`src/rtl/ctrl_pkg.sv`:
```
// rtl/ctrl_pkg.sv - shared types and encodings for the multi-cycle MIPS controller
// Purpose: state enumeration, opcode/func constants, ALU and mux encodings,
//          and the per-state control word decode used by multicycle_control_fsm.
// Ports:   none (package).
package ctrl_pkg;

  typedef enum logic [3:0] {
    S_RESET,
    S_FETCH,
    S_DECODE,
    S_MEMADR,
    S_MEMRD,
    S_MEMWB,
    S_MEMWR,
    S_EXEC,
    S_ALUWB,
    S_ADDIEX,
    S_ADDIWB,
    S_BRANCH,
    S_JUMP,
    S_TRAP
  } state_t;

  // Opcodes (IR[31:26])
  localparam logic [5:0] OP_RTYPE = 6'b000000;
  localparam logic [5:0] OP_LW    = 6'b100011;
  localparam logic [5:0] OP_SW    = 6'b101011;
  localparam logic [5:0] OP_ADDI  = 6'b001000;
  localparam logic [5:0] OP_BEQ   = 6'b000100;
  localparam logic [5:0] OP_J     = 6'b000010;

  // R-type func codes (IR[5:0])
  localparam logic [5:0] FN_NOP = 6'b000000;
  localparam logic [5:0] FN_ADD = 6'b100000;
  localparam logic [5:0] FN_SUB = 6'b100010;
  localparam logic [5:0] FN_AND = 6'b100100;
  localparam logic [5:0] FN_OR  = 6'b100101;
  localparam logic [5:0] FN_SLT = 6'b101010;

  // ALUCntrl codes
  localparam logic [3:0] ALU_ADD = 4'b0000;
  localparam logic [3:0] ALU_SUB = 4'b0001;
  localparam logic [3:0] ALU_AND = 4'b0010;
  localparam logic [3:0] ALU_SLT = 4'b0100;
  localparam logic [3:0] ALU_OR  = 4'b0101;

  // ALUSrcB encodings
  localparam logic [1:0] SRCB_REG    = 2'b00;
  localparam logic [1:0] SRCB_FOUR   = 2'b01;
  localparam logic [1:0] SRCB_IMM    = 2'b10;
  localparam logic [1:0] SRCB_IMM_SH = 2'b11;

  // pcSrc encodings
  localparam logic [1:0] PC_ALU    = 2'b00;
  localparam logic [1:0] PC_ALUOUT = 2'b01;
  localparam logic [1:0] PC_JUMP   = 2'b10;

  // Registered part of the control word; mem_ready-qualified strobes are
  // added outside this struct.
  typedef struct packed {
    logic       pc_write;
    logic       pc_write_cond;
    logic [1:0] pc_src;
    logic       iord;
    logic       mem_read;
    logic       mem_write;
    logic       mem_to_reg;
    logic       reg_write;
    logic       reg_dst;
    logic       alu_src_a;
    logic [1:0] alu_src_b;
    logic [3:0] alu_cntrl;
    logic       instr_done;
  } ctrl_t;

  // Control word asserted while sitting in state s. exec_alu is only
  // consulted for S_EXEC.
  function automatic ctrl_t ctrl_decode(input state_t s, input logic [3:0] exec_alu);
    ctrl_t c;
    c = '0;
    case (s)
      S_FETCH: begin
        c.mem_read  = 1'b1;
        c.alu_src_b = SRCB_FOUR;
      end
      S_DECODE: c.alu_src_b = SRCB_IMM_SH;
      S_MEMADR: begin
        c.alu_src_a = 1'b1;
        c.alu_src_b = SRCB_IMM;
      end
      S_MEMRD: begin
        c.mem_read = 1'b1;
        c.iord     = 1'b1;
      end
      S_MEMWB: begin
        c.reg_write  = 1'b1;
        c.mem_to_reg = 1'b1;
        c.instr_done = 1'b1;
      end
      S_MEMWR: begin
        c.mem_write = 1'b1;
        c.iord      = 1'b1;
      end
      S_EXEC: begin
        c.alu_src_a = 1'b1;
        c.alu_cntrl = exec_alu;
      end
      S_ALUWB: begin
        c.reg_write  = 1'b1;
        c.reg_dst    = 1'b1;
        c.instr_done = 1'b1;
      end
      S_ADDIEX: begin
        c.alu_src_a = 1'b1;
        c.alu_src_b = SRCB_IMM;
      end
      S_ADDIWB: begin
        c.reg_write  = 1'b1;
        c.instr_done = 1'b1;
      end
      S_BRANCH: begin
        c.alu_src_a     = 1'b1;
        c.alu_cntrl     = ALU_SUB;
        c.pc_write_cond = 1'b1;
        c.pc_src        = PC_ALUOUT;
        c.instr_done    = 1'b1;
      end
      S_JUMP: begin
        c.pc_write   = 1'b1;
        c.pc_src     = PC_JUMP;
        c.instr_done = 1'b1;
      end
      default: c = '0;
    endcase
    return c;
  endfunction

endpackage

```
`src/rtl/alu_func_decode.sv`:
```
// rtl/alu_func_decode.sv - R-type func field to ALUCntrl mapping with legality flag
// Purpose: combinational func -> ALUCntrl map; legal=0 for unsupported funcs.
// Ports:   func (in, 6)  IR[5:0]
//          alu_cntrl (out, 4) ALU operation code, ADD when not legal
//          legal (out, 1) func is one of ADD/SUB/AND/OR/SLT
module alu_func_decode
  import ctrl_pkg::*;
(
  input  logic [5:0] func,
  output logic [3:0] alu_cntrl,
  output logic       legal
);

  always_comb begin
    alu_cntrl = ALU_ADD;
    legal     = 1'b1;
    case (func)
      FN_ADD:  alu_cntrl = ALU_ADD;
      FN_SUB:  alu_cntrl = ALU_SUB;
      FN_AND:  alu_cntrl = ALU_AND;
      FN_OR:   alu_cntrl = ALU_OR;
      FN_SLT:  alu_cntrl = ALU_SLT;
      default: legal     = 1'b0;
    endcase
  end

endmodule

```
`src/rtl/multicycle_control_fsm.sv`:
```
// rtl/multicycle_control_fsm.sv - multi-cycle MIPS subset controller with memory wait/timeout
// Purpose: sequences shared ALU, unified memory and register file for
//          ADD/SUB/AND/OR/SLT/LW/SW/ADDI/BEQ/J (+NOP); traps illegal
//          encodings and memory timeouts.
// Ports:   clk, rst_n (async active-low); op_in/func_in from IR;
//          zero_in (unused, datapath gates it); mem_ready handshake;
//          datapath strobes/mux selects; instr_done pulse;
//          illegal_op / mem_timeout sticky trap flags.
module multicycle_control_fsm
  import ctrl_pkg::*;
#(
  parameter  int WAIT_LIMIT = 255,
  localparam int WCNT_W     = $clog2(WAIT_LIMIT + 1)
) (
  input  logic       clk,
  input  logic       rst_n,
  input  logic [5:0] op_in,
  input  logic [5:0] func_in,
  input  logic       zero_in,
  input  logic       mem_ready,
  output logic       pcWrite,
  output logic       pcWriteCond,
  output logic [1:0] pcSrc,
  output logic       iorD,
  output logic       memRead,
  output logic       memWrite,
  output logic       irWrite,
  output logic       memToReg,
  output logic       regWrite,
  output logic       regDst,
  output logic       ALUSrcA,
  output logic [1:0] ALUSrcB,
  output logic [3:0] ALUCntrl,
  output logic       instr_done,
  output logic       illegal_op,
  output logic       mem_timeout
);

  state_t              state;
  state_t              nxt_state;
  logic [WCNT_W-1:0]   wcnt;
  logic [WCNT_W-1:0]   wcnt_nxt;
  ctrl_t               ctrl_q;
  logic                illegal_q;
  logic                timeout_q;
  logic                in_wait;
  logic                timeout_hit;
  logic                illegal_hit;
  logic                is_nop;
  logic [3:0]          func_alu;
  logic                func_legal;

  // zero_in is ANDed with pcWriteCond in the datapath, not here.
  logic unused_zero;
  assign unused_zero = zero_in;

  alu_func_decode u_func_dec (
    .func      (func_in),
    .alu_cntrl (func_alu),
    .legal     (func_legal)
  );

  assign is_nop  = (op_in == OP_RTYPE) && (func_in == FN_NOP);
  assign in_wait = (state == S_FETCH) || (state == S_MEMRD) || (state == S_MEMWR);

  always_comb begin
    nxt_state   = state;
    illegal_hit = 1'b0;
    timeout_hit = 1'b0;
    case (state)
      S_RESET:  nxt_state = S_FETCH;
      S_FETCH:  if (mem_ready) nxt_state = S_DECODE;
      S_DECODE: begin
        case (op_in)
          OP_LW, OP_SW: nxt_state = S_MEMADR;
          OP_RTYPE: begin
            if (is_nop) begin
              nxt_state = S_FETCH;
            end else if (func_legal) begin
              nxt_state = S_EXEC;
            end else begin
              nxt_state   = S_TRAP;
              illegal_hit = 1'b1;
            end
          end
          OP_ADDI:  nxt_state = S_ADDIEX;
          OP_BEQ:   nxt_state = S_BRANCH;
          OP_J:     nxt_state = S_JUMP;
          default: begin
            nxt_state   = S_TRAP;
            illegal_hit = 1'b1;
          end
        endcase
      end
      S_MEMADR: nxt_state = (op_in == OP_LW) ? S_MEMRD : S_MEMWR;
      S_MEMRD:  if (mem_ready) nxt_state = S_MEMWB;
      S_MEMWB:  nxt_state = S_FETCH;
      S_MEMWR:  if (mem_ready) nxt_state = S_FETCH;
      S_EXEC:   nxt_state = S_ALUWB;
      S_ALUWB:  nxt_state = S_FETCH;
      S_ADDIEX: nxt_state = S_ADDIWB;
      S_ADDIWB: nxt_state = S_FETCH;
      S_BRANCH: nxt_state = S_FETCH;
      S_JUMP:   nxt_state = S_FETCH;
      S_TRAP:   nxt_state = S_TRAP;
      default:  nxt_state = S_RESET;
    endcase

    // The cycle that would bring the count to WAIT_LIMIT traps, unless
    // mem_ready arrives in that same cycle.
    if (in_wait && !mem_ready && (wcnt == WCNT_W'(WAIT_LIMIT - 1))) begin
      timeout_hit = 1'b1;
      nxt_state   = S_TRAP;
    end

    // Only a stalled wait state counts; every other path (ready, leaving,
    // entering a new wait state) starts from zero.
    wcnt_nxt = (in_wait && !mem_ready) ? wcnt + WCNT_W'(1) : '0;
  end

  always_ff @(posedge clk or negedge rst_n) begin
    if (!rst_n) begin
      state     <= S_RESET;
      wcnt      <= '0;
      ctrl_q    <= '0;
      illegal_q <= 1'b0;
      timeout_q <= 1'b0;
    end else begin
      state  <= nxt_state;
      wcnt   <= wcnt_nxt;
      // Outputs are registered as the decode of the state being entered,
      // so they always equal the decode of the current state.
      ctrl_q <= ctrl_decode(nxt_state, func_alu);
      if (illegal_hit) illegal_q <= 1'b1;
      if (timeout_hit) timeout_q <= 1'b1;
    end
  end

  // Strobes that depend on the handshake or on IR contents in the current state.
  assign pcWrite     = ctrl_q.pc_write | ((state == S_FETCH) & mem_ready);
  assign irWrite     = (state == S_FETCH) & mem_ready;
  assign instr_done  = ctrl_q.instr_done
                     | ((state == S_MEMWR) & mem_ready)
                     | ((state == S_DECODE) & is_nop);

  assign pcWriteCond = ctrl_q.pc_write_cond;
  assign pcSrc       = ctrl_q.pc_src;
  assign iorD        = ctrl_q.iord;
  assign memRead     = ctrl_q.mem_read;
  assign memWrite    = ctrl_q.mem_write;
  assign memToReg    = ctrl_q.mem_to_reg;
  assign regWrite    = ctrl_q.reg_write;
  assign regDst      = ctrl_q.reg_dst;
  assign ALUSrcA     = ctrl_q.alu_src_a;
  assign ALUSrcB     = ctrl_q.alu_src_b;
  assign ALUCntrl    = ctrl_q.alu_cntrl;
  assign illegal_op  = illegal_q;
  assign mem_timeout = timeout_q;

endmodule

```
`config.mk`:
```
export PLATFORM = sky130hd
export DESIGN_NAME = multicycle_control_fsm
export DESIGN_NICKNAME = d
export VERILOG_FILES = /design/src/rtl/ctrl_pkg.sv /design/src/rtl/alu_func_decode.sv /design/src/rtl/multicycle_control_fsm.sv
export SDC_FILE = /design/constraint.sdc
export NUM_CORES = 1
export LEC_CHECK = 0
export ABC_AREA = 0
export CAP_MARGIN = 0
export CORE_AREA = 10 10 82 84
export CTS_CLUSTER_SIZE = 10
export DETAILED_ROUTE_END_ITERATION = 12
export DIE_AREA = 0 0 92 94
export PLACE_DENSITY = 0.55
export SLEW_MARGIN = 40
export SYNTH_ARGS = -nofsm -noshare
export SYNTH_HDL_FRONTEND = slang
export SYNTH_SLANG_ARGS = --single-unit
export TNS_END_PERCENT = 5
```
`constraint.sdc`:
```
create_clock -name clk -period 2.8 [get_ports clk]
set_input_delay 0.28 -clock clk [delete_from_list [all_inputs] [get_ports clk]]
set_output_delay 0.28 -clock clk [all_outputs]
set_load 0.03 [all_outputs]
```
**Word-level counts from Yosys, hierarchy flattened**

Cells that the tools add are included.

- Register bits: 32
- Input port bits: 16
- Output and inout bits: 21
- Word-level logic and storage cells: 109

- $add $sub $neg: 1
- Equality and inequality tests: 36
- Multiplexer cells: 30
- Bitwise gates (word level): 6
- Reduce and logical (&&, ||, !) cells: 19

Operator list:

| cell | number |
|---|---|
| 4-bit equality test, second input constant | 11 |
| 6-bit equality test, second input constant | 7 |
| 4-bit case mux with 9 select lines | 1 |
| 4-bit by 3-bit equality test with 1-bit output, second input constant | 8 |
| 4-bit 2-to-1 mux | 6 |
| 4-bit case mux with 5 select lines | 1 |
| 4-bit by 2-bit equality test with 1-bit output, second input constant | 4 |
| 1-bit 2-to-1 mux | 15 |
| 5-bit OR reduction | 3 |
| 6-bit zero test | 2 |
| 3-bit case mux with 4 select lines | 1 |
| 8-bit by 1-bit adder with 8-bit output, second input constant | 1 |
| 4-bit by 1-bit equality test with 1-bit output, second input constant | 2 |
| 8-bit equality test, second input constant | 1 |
| 8-bit 2-to-1 mux | 1 |
| 4-bit case mux with 2 select lines | 1 |
| 2-bit OR reduction | 4 |
| 6-bit by 2-bit equality test with 1-bit output, second input constant | 1 |
| 6-bit by 3-bit equality test with 1-bit output, second input constant | 1 |
| 6-bit by 4-bit equality test with 1-bit output, second input constant | 1 |
| 2-bit case mux with 3 select lines | 1 |
| 6-bit OR reduction | 1 |
| 4-bit zero test | 1 |
| 2-bit case mux with 2 select lines | 1 |
| other kinds (9) | 16 |

**Longest topological paths before layout**

- Depth in word-level cells: 11
- Depth in mapped cells: 9
- Gate-level depth less buffers: 7

**Cells and area by module**

From an unflattened synthesis, not the netlist that was laid out.

- Cell total of the unflattened synthesis: 175
- Area, all modules: 1,721.7 µm²

Modules (own cells, without submodules):

| module | times used | cells an instance | area each (µm²) | sequential area each (µm²) |
|---|---|---|---|---|
| multicycle_control_fsm | 1 | 161 | 1,612.8 | 775.7 |
| alu_func_decode | 1 | 14 | 108.9 | 0.0 |

**Worst setup path before layout**

OpenSTA, ideal clock, no wires.

- Path type: register to register
- From: register state[2]
- To: register ctrl_q[0] in the netlist's numbering
- Setup time: 0.126 ns
- Data arrival time: 2.180 ns
- Required time: 2.674 ns
- Path slack: 0.494 ns
- Stages on the path, launching flop included: 10
- Buffers on the path: 3
- Clock period less this slack: 2.306 ns
- Path through: dfrtp_1 buf_6 or3b_4 a211o_1 buf_6 or3_4 buf_6 o21ai_4 a21oi_4 a311o_1

- Word-level cells in the longest chain between the ends: 9
- Elaborated cells between the ends (all ways): 31
- Classes of those cells: eq/ne (18); mux (6); reduce/logical (7)

RTL lines:

| item | RTL line | RTL |
|---|---|---|
| start: declaration | multicycle_control_fsm.sv:39 | `state_t state;` |
| start signal: assignment | multicycle_control_fsm.sv:129 | `state <= nxt_state;` |
| parallel branches: the longest is 5 deep, another holds 4-bit case mux with 9 select lines | n/a |  |
| 4-bit 2-to-1 mux * | multicycle_control_fsm.sv:111 | `if (in_wait && !mem_ready && (wcnt == WCNT_W'(WAIT_LIMIT - 1))) begin` |
| named net nxt_state[0] | multicycle_control_fsm.sv:40 | `state_t nxt_state;` |
| 4-bit equality test / 4-bit by 3-bit equality test with 1-bit output (equally long branches) | ctrl_pkg.sv:81 | `case (s)` |
| 5-bit OR reduction (no source line) * | n/a |  |
| 1-bit 2-to-1 mux * | ctrl_pkg.sv:81 |  |
| end signal: assignment | multicycle_control_fsm.sv:133 | `ctrl_q <= ctrl_decode(nxt_state, func_alu);` |
| end: declaration | multicycle_control_fsm.sv:43 | `ctrl_t ctrl_q;` |

Mark *: on every way through the listed nets, which the timed path passes.
A chain may end at the register's enable or synchronous reset.

**Worst setup path in the final report**

- From: register state[3]
- To: output pcWrite

- Word-level cells in the longest chain between the ends: 3

RTL lines:

| item | RTL line | RTL |
|---|---|---|
| 4-bit by 1-bit equality test with 1-bit output | multicycle_control_fsm.sv:140 | `assign pcWrite = ctrl_q.pc_write \| ((state == S_FETCH) & mem_ready);` |
| 1-bit AND | multicycle_control_fsm.sv:140 |  |
| 1-bit OR | multicycle_control_fsm.sv:140 |  |
| end: declaration | multicycle_control_fsm.sv:21 | `output logic pcWrite,` |

Every way passes these cells.

==> results_dict.tcl <==
set metrics [dict create \
    post_cts_buffers 0 \
    ys_types 58 \
    place_congestion 0.790 \
    clock.fmax_mhz 418 \
    crit_path_start "state[3]" \
    ys_warn_count 0 \
    clockRootBuffer "clkbuf_8" \
    syn_nets 199 \
    fp.dieW_um 92 \
    grt_max_degree 31 \
    grt_pass1_vias 1308 \
    synth_top_cell_by_area "dfrtp_1" \
    cp_max_fo 11 \
    syn2layout_area_growth_pct 26.4 \
    seq_area_um2 751 \
    met2_length_um 1680 \
    synth_ff_type "dfrtp_1" \
    syn_inst 181 \
    numCtsBuffers 5 \
    antenna_found_initial 0 \
    post_layout_nonfiller_instances 284 \
    highest_layer "met4" \
    synth_seq_cells 30 \
    layout-drive-gt1-share 0.140 \
    start_kind "flop" \
    antenna_left 0 \
    wl_um 3790 \
    dpl_cell_area_um2 2100 \
    min_path_type "primary input to asynchronous set/reset pin" \
    peakVddDrop_mv 0.290 \
    final.setup_skew_ps 8.47 \
    dieArea_um2 8650 \
    drv_slew 0 \
    status "completed" \
    cts.clk_slew.worst_paths_ps 70 \
    synth_area_um2 1730 \
    tritoncts "yes" \
    drc 0 \
    n_fill_cell 523 \
    met1_length_um 1790 \
    cts-resized-gates 0 \
    drt-pass1-iter-count 4 \
    drt_iter0_drc 83 \
    fin_crit_ps 2390 \
    cts_buffer_depth 2 \
    synthTopCellsByCount "dfrtp_1 (30), nor2_1 (19), nand2_1 (10)" \
    r2r_cells 6 \
    dr_wl_met3_um 246 \
    hold_buffers 0 \
    io_pins 37 \
    grt_use_total 0.0929 \
    rsz0062_at_grt "no" \
    cp-end-kind "output port" \
    vias 1384 \
    whs_ps 379 \
    numPortBuffers 34 \
    floorplan.initialDensity 0.341 \
    insertion_delay_ps 280 \
    final_nets 231 \
    ys_seq_area_frac 0.434 \
    core-area_um2 5070 \
    setup-violations-final 0 \
    final_core_util 0.431 \
    h-tree-depth 2 \
    fp.dieH_um 94 \
    place_hpwl_um 2840 \
    via_per_inst 4.87 \
    crit_chain "nor2_1 > and4b_1 > or2_2 > clkdlybuf4s50_1" \
    design_area_um2 2190 \
    p_per_area_nw_per_um2 844 \
    syn_avg_cell_area_um2 9.57 \
    p_leak_nw 0.919 \
    dpl.cell_count 276 \
    fin_crit_sh 0.854 \
    crit_type "flop to output port" \
    fin_tns_setup_ps 0 \
    multi_input_area_um2 847 \
    n_antenna_cell 0 \
    synth_top_area_frac 0.434 \
    crit_slowest_cell "clkdlybuf4s50_1" \
    synth.most_common_cell "dfrtp_1" \
    critical_path.max_stage_delay_ps 660 \
    synth_edf_count 0 \
    critical_path_required_ps 2520 \
    critPathArrivalTime_ps 2110 \
    grt_pass1_wl_um 6510 \
    synth-async-reset-ratio 1.00 \
    hold_viol_final 0 \
    gr-total-overflow 0 \
    synth_area_leaders "dfrtp_1 (43%), nor2_1 (4.1%), buf_4 (3.5%), xor2_1 (2.5%), a21oi_1 (2.3%)" \
    wire_per_inst_um 13.3 \
    cts_sinks 30 \
    rows 26 \
    reg2reg_from "state[2]" \
    cap_violations 0 \
]
logic make-up after synthesis:
kind of cell             share of synthesized area
adder cells (fa/ha/maj)                     0.0144
XOR/XNOR                                    0.0303
multiplexers                               0.00578
AO/OA/AOI/OAI                                0.164
flip-flops                                   0.434
other                                      0.00217
AND/OR/NAND/NOR                              0.272
buffers and inverters                       0.0773
power by group:
part	switching, mW	internal (mW)
sequential	0.0570	0.524
combinational	0.538	0.377
clock	0.155	0.198
critical path: cells and delay by family (launching register included):
kind	cells	cell delay, ps
DFF	1	490
buffers and inverters	1	660
and+or+nand+nor	3	680
cell type report:
cell class / count / area share
repair buffers: 42 / 0.182
clock inverters: 1 / 0.00229
clock buffers: 7 / 0.0394
multi-input cells: 130 / 0.387
well taps: 70 / 0.0400
inverters: 4 / 0.00686
flip-flops and latches: 30 / 0.343
cell usage in the layout (no fill, tap or decap), types with 5 or more instances in the layout:
cell type,count
clkdlybuf4s50_1,33
a21oi_1,8
nand2b_1,5
clkbuf_8,6
nand4_1,5
nand2_1,10
nor2_1,19
dfrtp_1,30
buf_4,9
nor3_1,7
nand3_1,6
xor2_1,5
state kept, by name, summed over array words and instances (netlist names), 2 cells and up:
register / cells
ALUCntrl: 3
state: 4
wcnt: 8
ALUSrcB: 2
ctrl_q: 2
routing by layer:
layer,GRT usage,vias to the layer above
met3,0.0344,4
met4,0.0463,0
li1,-,700
met2,0.128,31
met5,0,-
met1,0.123,649
final timing paths:
kind,endpoint,slack [ps]
min in group clk,mem_timeout,470
min,ALUCntrl[2],380
max in group asynchronous,state[2],2130
min reg2reg,mem_timeout,470
max,pcWrite,410
max reg2reg,ctrl_q[0],550
through the flow:
stage	power, mW	setup slack (ps)
finish	1.85	410
global route	2.00	300
CTS	1.87	414
detailed placement	1.50	216
global placement	1.51	220
floorplan	1.23	494
(Power assumes the default switching activity.)
